--- src/rtl/crack_pkg.sv ---
// Shared types and helpers for the multi-engine ARC4 crack controller.
package crack_pkg;

    typedef enum logic [2:0] {
        IDLE,
        SEARCH,
        RD,
        WR,
        DONE
    } state_t;

    localparam int KEY_W_DEF   = 24;
    localparam int ADDR_W_DEF  = 8;
    localparam int MAX_ENGINES = 16;

    // Lowest set bit wins; scanning downward lets the lowest index overwrite last.
    function automatic logic [3:0] prio_enc(input logic [MAX_ENGINES-1:0] vec);
        logic [3:0] idx;
        idx = '0;
        for (int i = MAX_ENGINES - 1; i >= 0; i--) begin
            if (vec[i]) begin
                idx = 4'(i);
            end
        end
        return idx;
    endfunction

endpackage

--- src/rtl/prio_arb.sv ---
// Fixed-priority arbiter: lowest-index request wins, reported as index and one-hot.
module prio_arb
    import crack_pkg::*;
#(
    parameter int WIDTH = 4,
    parameter int IDX_W = $clog2(WIDTH)
) (
    input  logic [WIDTH-1:0] req,
    output logic             any,
    output logic [IDX_W-1:0] index,
    output logic [WIDTH-1:0] onehot
);

    assign any    = |req;
    assign index  = IDX_W'(prio_enc(MAX_ENGINES'(req)));
    assign onehot = req & (~req + 1'b1);

endmodule

--- src/rtl/multicrack_ctrl.sv ---
// Starts N crack engines, picks the first (lowest-index) engine with a valid key,
// aborts the rest and copies the winner's length-prefixed plaintext into pt_mem.
module multicrack_ctrl
    import crack_pkg::*;
#(
    parameter int NUM_ENGINES = 4,
    parameter int KEY_W       = KEY_W_DEF,
    parameter int ADDR_W      = ADDR_W_DEF
) (
    input  logic                           clk,
    input  logic                           rst_n,
    input  logic                           en,
    output logic                           rdy,
    output logic [KEY_W-1:0]               key,
    output logic                           key_valid,
    output logic                           search_fail,
    output logic [$clog2(NUM_ENGINES)-1:0] winner,
    output logic [NUM_ENGINES-1:0]         eng_en,
    output logic [NUM_ENGINES-1:0]         eng_abort,
    input  logic [NUM_ENGINES-1:0]         eng_done,
    input  logic [NUM_ENGINES-1:0]         eng_key_valid,
    input  logic [NUM_ENGINES*KEY_W-1:0]   eng_key,
    output logic [ADDR_W-1:0]              eng_pt_addr,
    input  logic [NUM_ENGINES*8-1:0]       eng_pt_rddata,
    output logic [ADDR_W-1:0]              pt_addr,
    output logic [7:0]                     pt_wrdata,
    output logic                           pt_wren
);

    localparam int IDX_W = $clog2(NUM_ENGINES);

    state_t                 state_q, state_d;
    logic                   rdy_q, rdy_d;
    logic [KEY_W-1:0]       key_q, key_d;
    logic                   key_valid_q, key_valid_d;
    logic                   search_fail_q, search_fail_d;
    logic [IDX_W-1:0]       winner_q, winner_d;
    logic [NUM_ENGINES-1:0] eng_en_q, eng_en_d;
    logic [NUM_ENGINES-1:0] eng_abort_q, eng_abort_d;
    logic [ADDR_W-1:0]      idx_q, idx_d;
    logic [ADDR_W-1:0]      len_q, len_d;

    logic [NUM_ENGINES-1:0] hit;
    logic                   hit_any;
    logic [IDX_W-1:0]       hit_idx;
    logic [NUM_ENGINES-1:0] hit_onehot;
    logic [7:0]             cur_byte;
    logic [ADDR_W-1:0]      cur_len;

    assign hit = eng_done & eng_key_valid;

    prio_arb #(
        .WIDTH (NUM_ENGINES),
        .IDX_W (IDX_W)
    ) u_arb (
        .req    (hit),
        .any    (hit_any),
        .index  (hit_idx),
        .onehot (hit_onehot)
    );

    // Byte 0 of the message is its length, so on the first write it must be
    // used directly because len_q is only loaded at the end of that cycle.
    assign cur_byte = eng_pt_rddata[winner_q*8 +: 8];
    assign cur_len  = (idx_q == '0) ? ADDR_W'(cur_byte) : len_q;

    always_comb begin
        state_d       = state_q;
        rdy_d         = rdy_q;
        key_d         = key_q;
        key_valid_d   = key_valid_q;
        search_fail_d = search_fail_q;
        winner_d      = winner_q;
        eng_en_d      = '0;
        eng_abort_d   = eng_abort_q;
        idx_d         = idx_q;
        len_d         = len_q;

        case (state_q)
            IDLE, DONE: begin
                if (en) begin
                    state_d       = SEARCH;
                    rdy_d         = 1'b0;
                    eng_en_d      = '1;
                    eng_abort_d   = '0;
                    key_valid_d   = 1'b0;
                    search_fail_d = 1'b0;
                end
            end
            SEARCH: begin
                if (hit_any) begin
                    state_d     = RD;
                    winner_d    = hit_idx;
                    key_d       = eng_key[hit_idx*KEY_W +: KEY_W];
                    eng_abort_d = ~hit_onehot;
                    idx_d       = '0;
                end else if (&eng_done) begin
                    state_d       = DONE;
                    search_fail_d = 1'b1;
                    rdy_d         = 1'b1;
                end
            end
            RD: begin
                state_d = WR;
            end
            WR: begin
                if (idx_q == '0) begin
                    len_d = cur_len;
                end
                // Compare before incrementing so a 255-byte message never wraps idx.
                if (idx_q == cur_len) begin
                    state_d     = DONE;
                    key_valid_d = 1'b1;
                    rdy_d       = 1'b1;
                end else begin
                    idx_d   = idx_q + 1'b1;
                    state_d = RD;
                end
            end
            default: begin
                state_d = IDLE;
            end
        endcase
    end

    always_ff @(posedge clk) begin
        if (!rst_n) begin
            state_q       <= IDLE;
            rdy_q         <= 1'b1;
            key_q         <= '0;
            key_valid_q   <= 1'b0;
            search_fail_q <= 1'b0;
            winner_q      <= '0;
            eng_en_q      <= '0;
            eng_abort_q   <= '0;
            idx_q         <= '0;
            len_q         <= '0;
        end else begin
            state_q       <= state_d;
            rdy_q         <= rdy_d;
            key_q         <= key_d;
            key_valid_q   <= key_valid_d;
            search_fail_q <= search_fail_d;
            winner_q      <= winner_d;
            eng_en_q      <= eng_en_d;
            eng_abort_q   <= eng_abort_d;
            idx_q         <= idx_d;
            len_q         <= len_d;
        end
    end

    // The read address is held through RD and WR so the synchronous read data
    // lines up with the WR cycle; the write strobe is masked while reset is low.
    assign eng_pt_addr = idx_q;
    assign pt_addr     = idx_q;
    assign pt_wrdata   = cur_byte;
    assign pt_wren     = (state_q == WR) && rst_n;

    assign rdy         = rdy_q;
    assign key         = key_q;
    assign key_valid   = key_valid_q;
    assign search_fail = search_fail_q;
    assign winner      = winner_q;
    assign eng_en      = eng_en_q;
    assign eng_abort   = eng_abort_q;

endmodule

--- config.mk ---
export PLATFORM = sky130hd
export DESIGN_NAME = multicrack_ctrl
export DESIGN_NICKNAME = d
export VERILOG_FILES = /design/src/rtl/crack_pkg.sv /design/src/rtl/prio_arb.sv /design/src/rtl/multicrack_ctrl.sv
export SDC_FILE = /design/constraint.sdc
export NUM_CORES = 1
export LEC_CHECK = 0
export ABC_AREA = 1
export ABC_CLOCK_PERIOD_IN_PS = 2100
export BUFFER_PORTS_ARGS = -buffer_cell sky130_fd_sc_hd__buf_2
export CAP_MARGIN = 20
export CORE_MARGIN = 4
export CORE_UTILIZATION = 45
export DETAILED_ROUTE_END_ITERATION = 8
export PLACE_DENSITY = 0.85
export SKIP_LAST_GASP = 1
export SLEW_MARGIN = 20
export SYNTH_ARGS = -nofsm -noshare
export SYNTH_HDL_FRONTEND = slang
export SYNTH_SLANG_ARGS = --single-unit
export TNS_END_PERCENT = 50
--- constraint.sdc ---
create_clock -name clk -period 2.1 [get_ports clk]
set_input_delay 0.315 -clock clk [delete_from_list [all_inputs] [get_ports clk]]
set_output_delay 0.315 -clock clk [all_outputs]
set_load 0.05 [all_outputs]
==> flow_summary.json <==
{
  "cts_buffers": 5,
  "clock-root-buffer": "clkbuf_8",
  "tightest_slew_ns": 0.592,
  "syn_area_per_cell_um2": 5.91,
  "synth_seq_cells": 53,
  "p_leak_uw": 0.00264,
  "cts_tree": "yes",
  "pwr-share-comb": 0.488,
  "synth.area.top_cells": "dfxtp_1, nor2_1, nand2_1",
  "syn_nets": 749,
  "rrSetupSlack_ns": 0.09,
  "switching_power_uw": 1590,
  "ys_seq_area_frac": 0.295,
  "layout_min_cycle_time_ns": 2.01,
  "synth_cell_types": 30,
  "worstHoldStart": "en",
  "r2r_start": "eng_pt_addr[1]$_SDFFE_PN0P_",
  "achievable-frequency_ghz": 0.497,
  "fp.coreArea_um2": 7730,
  "hold_end": "eng_en[2]$_SDFF_PN0_",
  "status": "finished, final reports clean",
  "die_area_um2": 9480,
  "nNetsFinal": 938,
  "syn-instance-count": 608,
  "num_vias": 4537,
  "ff2ff_path_depth": 15,
  "period_share": 0.958,
  "worstHoldPathType": "input port to register",
  "synth_common_cells": "nor2_1, nand2_1, o21ai_0",
  "area_growth_pct": 34.5,
  "p_int_uw": 1870,
  "cpMostUsedCell": "nand2_2",
  "path_delay_family": "simple AND/OR/NAND/NOR gates",
  "io_pins": 201,
  "synth_top_area_frac": 0.295,
  "die_w_um": 97.3,
  "drv_slew": 0,
  "synth_top_cell_by_area": "dfxtp_1",
  "syn_area_um2": 3590,
  "cts.sinks": 53,
  "critPathBufInv": 2,
  "power_density_nw_per_um2": 716,
  "cts.path.max_buffers": 2,
  "drive_gt1_frac": 0.336,
  "setup_viol": 0,
  "finalPower_uw": 3460,
  "die_h_um": 97.3,
  "r2r-end": "eng_pt_addr[7]$_SDFFE_PN0P_",
  "final_antenna_net_count": 0,
  "drt-initial-drc-count": 176,
  "grt_overflow_total": 0,
  "holdPathStages": 3,
  "via_per_inst": 5.04,
  "grt_usage": 0.240,
  "first_pass_iters": 7,
  "required_ns": 2.33,
  "critPathKind": "register to register",
  "slowest_stage": "dfxtp_2",
  "max_stage_delay_ns": 0.33,
  "critical_path_arrival_ns": 2.24,
  "synth_edf_count": 0,
  "setup_tns_ns": 0,
  "final-hold-violation-count": 0,
  "grt_max_degree": 50,
  "fillers": 787,
  "grt_pass1_vias": 4242,
  "critical_path.max_fanout": 7,
  "clk_pin_slew_ns": 0.10,
  "switching_share": 0.459,
  "power.clock.fraction": 0.164,
  "crit_cells": 15,
  "async_reset_ff_frac": 0,
  "yosysMostFrequentCell": "nor2_1",
  "cp-start-kind": "register",
  "crit_chain": "inv_1, ha_2, nand2_2, nor2_4, nand2_4, nand2_2, nand3_1, nand2_1, nand2_1, nor2_2, nand2_2, nand2_4, buf_6, nand3_1, a21oi_1",
  "clock_latency_ns": 0.30,
  "h-tree-depth": 2,
  "fin_worst_skew_ns": 0.00904,
  "hpwl_um": 9460,
  "rows": 32,
  "drc": 0,
  "place.gp.congestion": 0.897,
  "peakVddDrop_uv": 359,
  "grt_pass1_wl_um": 19200,
  "slew_headroom": 0.605,
  "wl_per_cell_um": 13.5,
  "p_seq_frac": 0.348,
  "start_util": 0.465,
  "ys.flop_type": "dfxtp_1",
  "antenna_cells": 0,
  "finalWirelength_um": 12100,
  "port_buffers": 200,
  "worst_setup_path_end_kind": "register",
  "fin_util": 0.625,
  "antenna_found_initial": 0,
  "yosys_warnings": 0,
  "maxCapViolations": 0
}
[sequential cells by signal (all words and copies together) (netlist names)]
register and count:
key 24, eng_pt_addr 8, len_q 8, eng_abort 4, state_q 3, winner 2, eng_en 1, key_valid 1
rdy 1, search_fail 1
[worst min-delay path: cells and delay by family]
| family | cells | cell delay (ns) |
|---|---|---|
| buf+inv | 1 | 0.10 |
| simple gates | 2 | 0.12 |
[area by class of cell]
cell class / instances / area [um^2] / area share
timing repair buffer: 225 / 1210 / 0.250
multi-input combinational: 448 / 2090 / 0.434
tap: 102 / 128 / 0.0264
clock inverter: 1 / 7.51 / 0.00155
clock buffer: 7 / 76.3 / 0.0158
sequential: 53 / 1070 / 0.221
inverter: 64 / 246 / 0.0510
[per-stage QoR]
stage | instances | hold WS, ns | setup WS [ns] | area [um^2]
final | 900 | 0.274 | 0.0880 | 4830
after global routing | 900 | 0.298 | -0.0375 | 4830
after CTS | 892 | 0.272 | -0.0121 | 4710
after detailed placement | 884 | 0.448 | 0.00711 | 4620
after global placement | 884 | 0.449 | 0.0591 | 4620
after floorplan | 608 | 0.459 | 0.00761 | 3600
[cell families after synthesis]
group,share of synthesized area
and+or+nand+nor,0.343
adders and majority gates,0.00697
DFF,0.295
buffers and inverters,0.141
AOI/OAI and AO/OA,0.204
xor gates and xnor gates,0.00975
[per-layer routing]
layer / vias up / global-route usage / wire, um
met5: - / 0 / 0
li1: 2325 / - / -
met4: 0 / 0.0426 / 118
met1: 2012 / 0.277 / 4910
met3: 12 / 0.0416 / 840
met2: 188 / 0.463 / 6260
[placed cells by master (no fill, tap or decap), drive strengths merged]
cell type / Yosys / routed
nor3b: 2 / 2
and2: 1 / 1
nor3: 2 / 2
nand3: 43 / 43
clkinvlp: 0 / 2
o22ai: 24 / 24
dfxtp: 53 / 53
clkbuf: 20 / 7
nand2: 123 / 124
nor2: 129 / 130
o21ai: 83 / 83
o31ai: 1 / 1
a21oi: 25 / 25
a211oi: 1 / 1
a22oi: 2 / 2
inv: 63 / 63
nand4: 1 / 1
a31oi: 2 / 2
xor2: 4 / 4
buf: 25 / 225
ha: 2 / 2
nand3b: 1 / 1
[worst max-delay path by stage]
stage / from / slack [ns] / endpoint
floorplan: winner[0]$_SDFFE_PN0P_ / 0.008 / rdy$_SDFFE_PN1P_
global placement: eng_pt_addr[0]$_SDFFE_PN0P_ / 0.06 / eng_pt_addr[3]$_SDFFE_PN0P_
global route: eng_pt_addr[1]$_SDFFE_PN0P_ / -0.04 / eng_pt_addr[7]$_SDFFE_PN0P_
finish: eng_pt_addr[1]$_SDFFE_PN0P_ / 0.09 / eng_pt_addr[7]$_SDFFE_PN0P_
CTS: state_q[0]$_SDFFE_PN0P_ / -0.01 / pt_wren
detailed placement: eng_pt_addr[0]$_SDFFE_PN0P_ / 0.007 / eng_pt_addr[7]$_SDFFE_PN0P_
[power groups by stage]
| stage | combinational (uW) | sequential, uW | clock, uW |
|---|---|---|---|
| floorplan | 866 | 1560 | 0 |
| global placement | 1620 | 1220 | 0 |
| detailed placement | 1650 | 1230 | 0 |
| CTS | 1650 | 1200 | 584 |
| global route | 1860 | 1220 | 624 |
| finish | 1690 | 1210 | 567 |
[repair_timing]
| item | in CTS | in global routing |
|---|---|---|
| endpoints found under the hold margin | 0 | 0 |
| buffers inserted | 0 | 6 |
| hold buffers | 0 | 0 |
| gates cloned | 0 | 2 |
| pin swaps | 0 | 7 |
| resized for setup | 1 | 26 |
| setup endpoints to repair | 5 | 11 |
(Power assumes the default switching activity.)
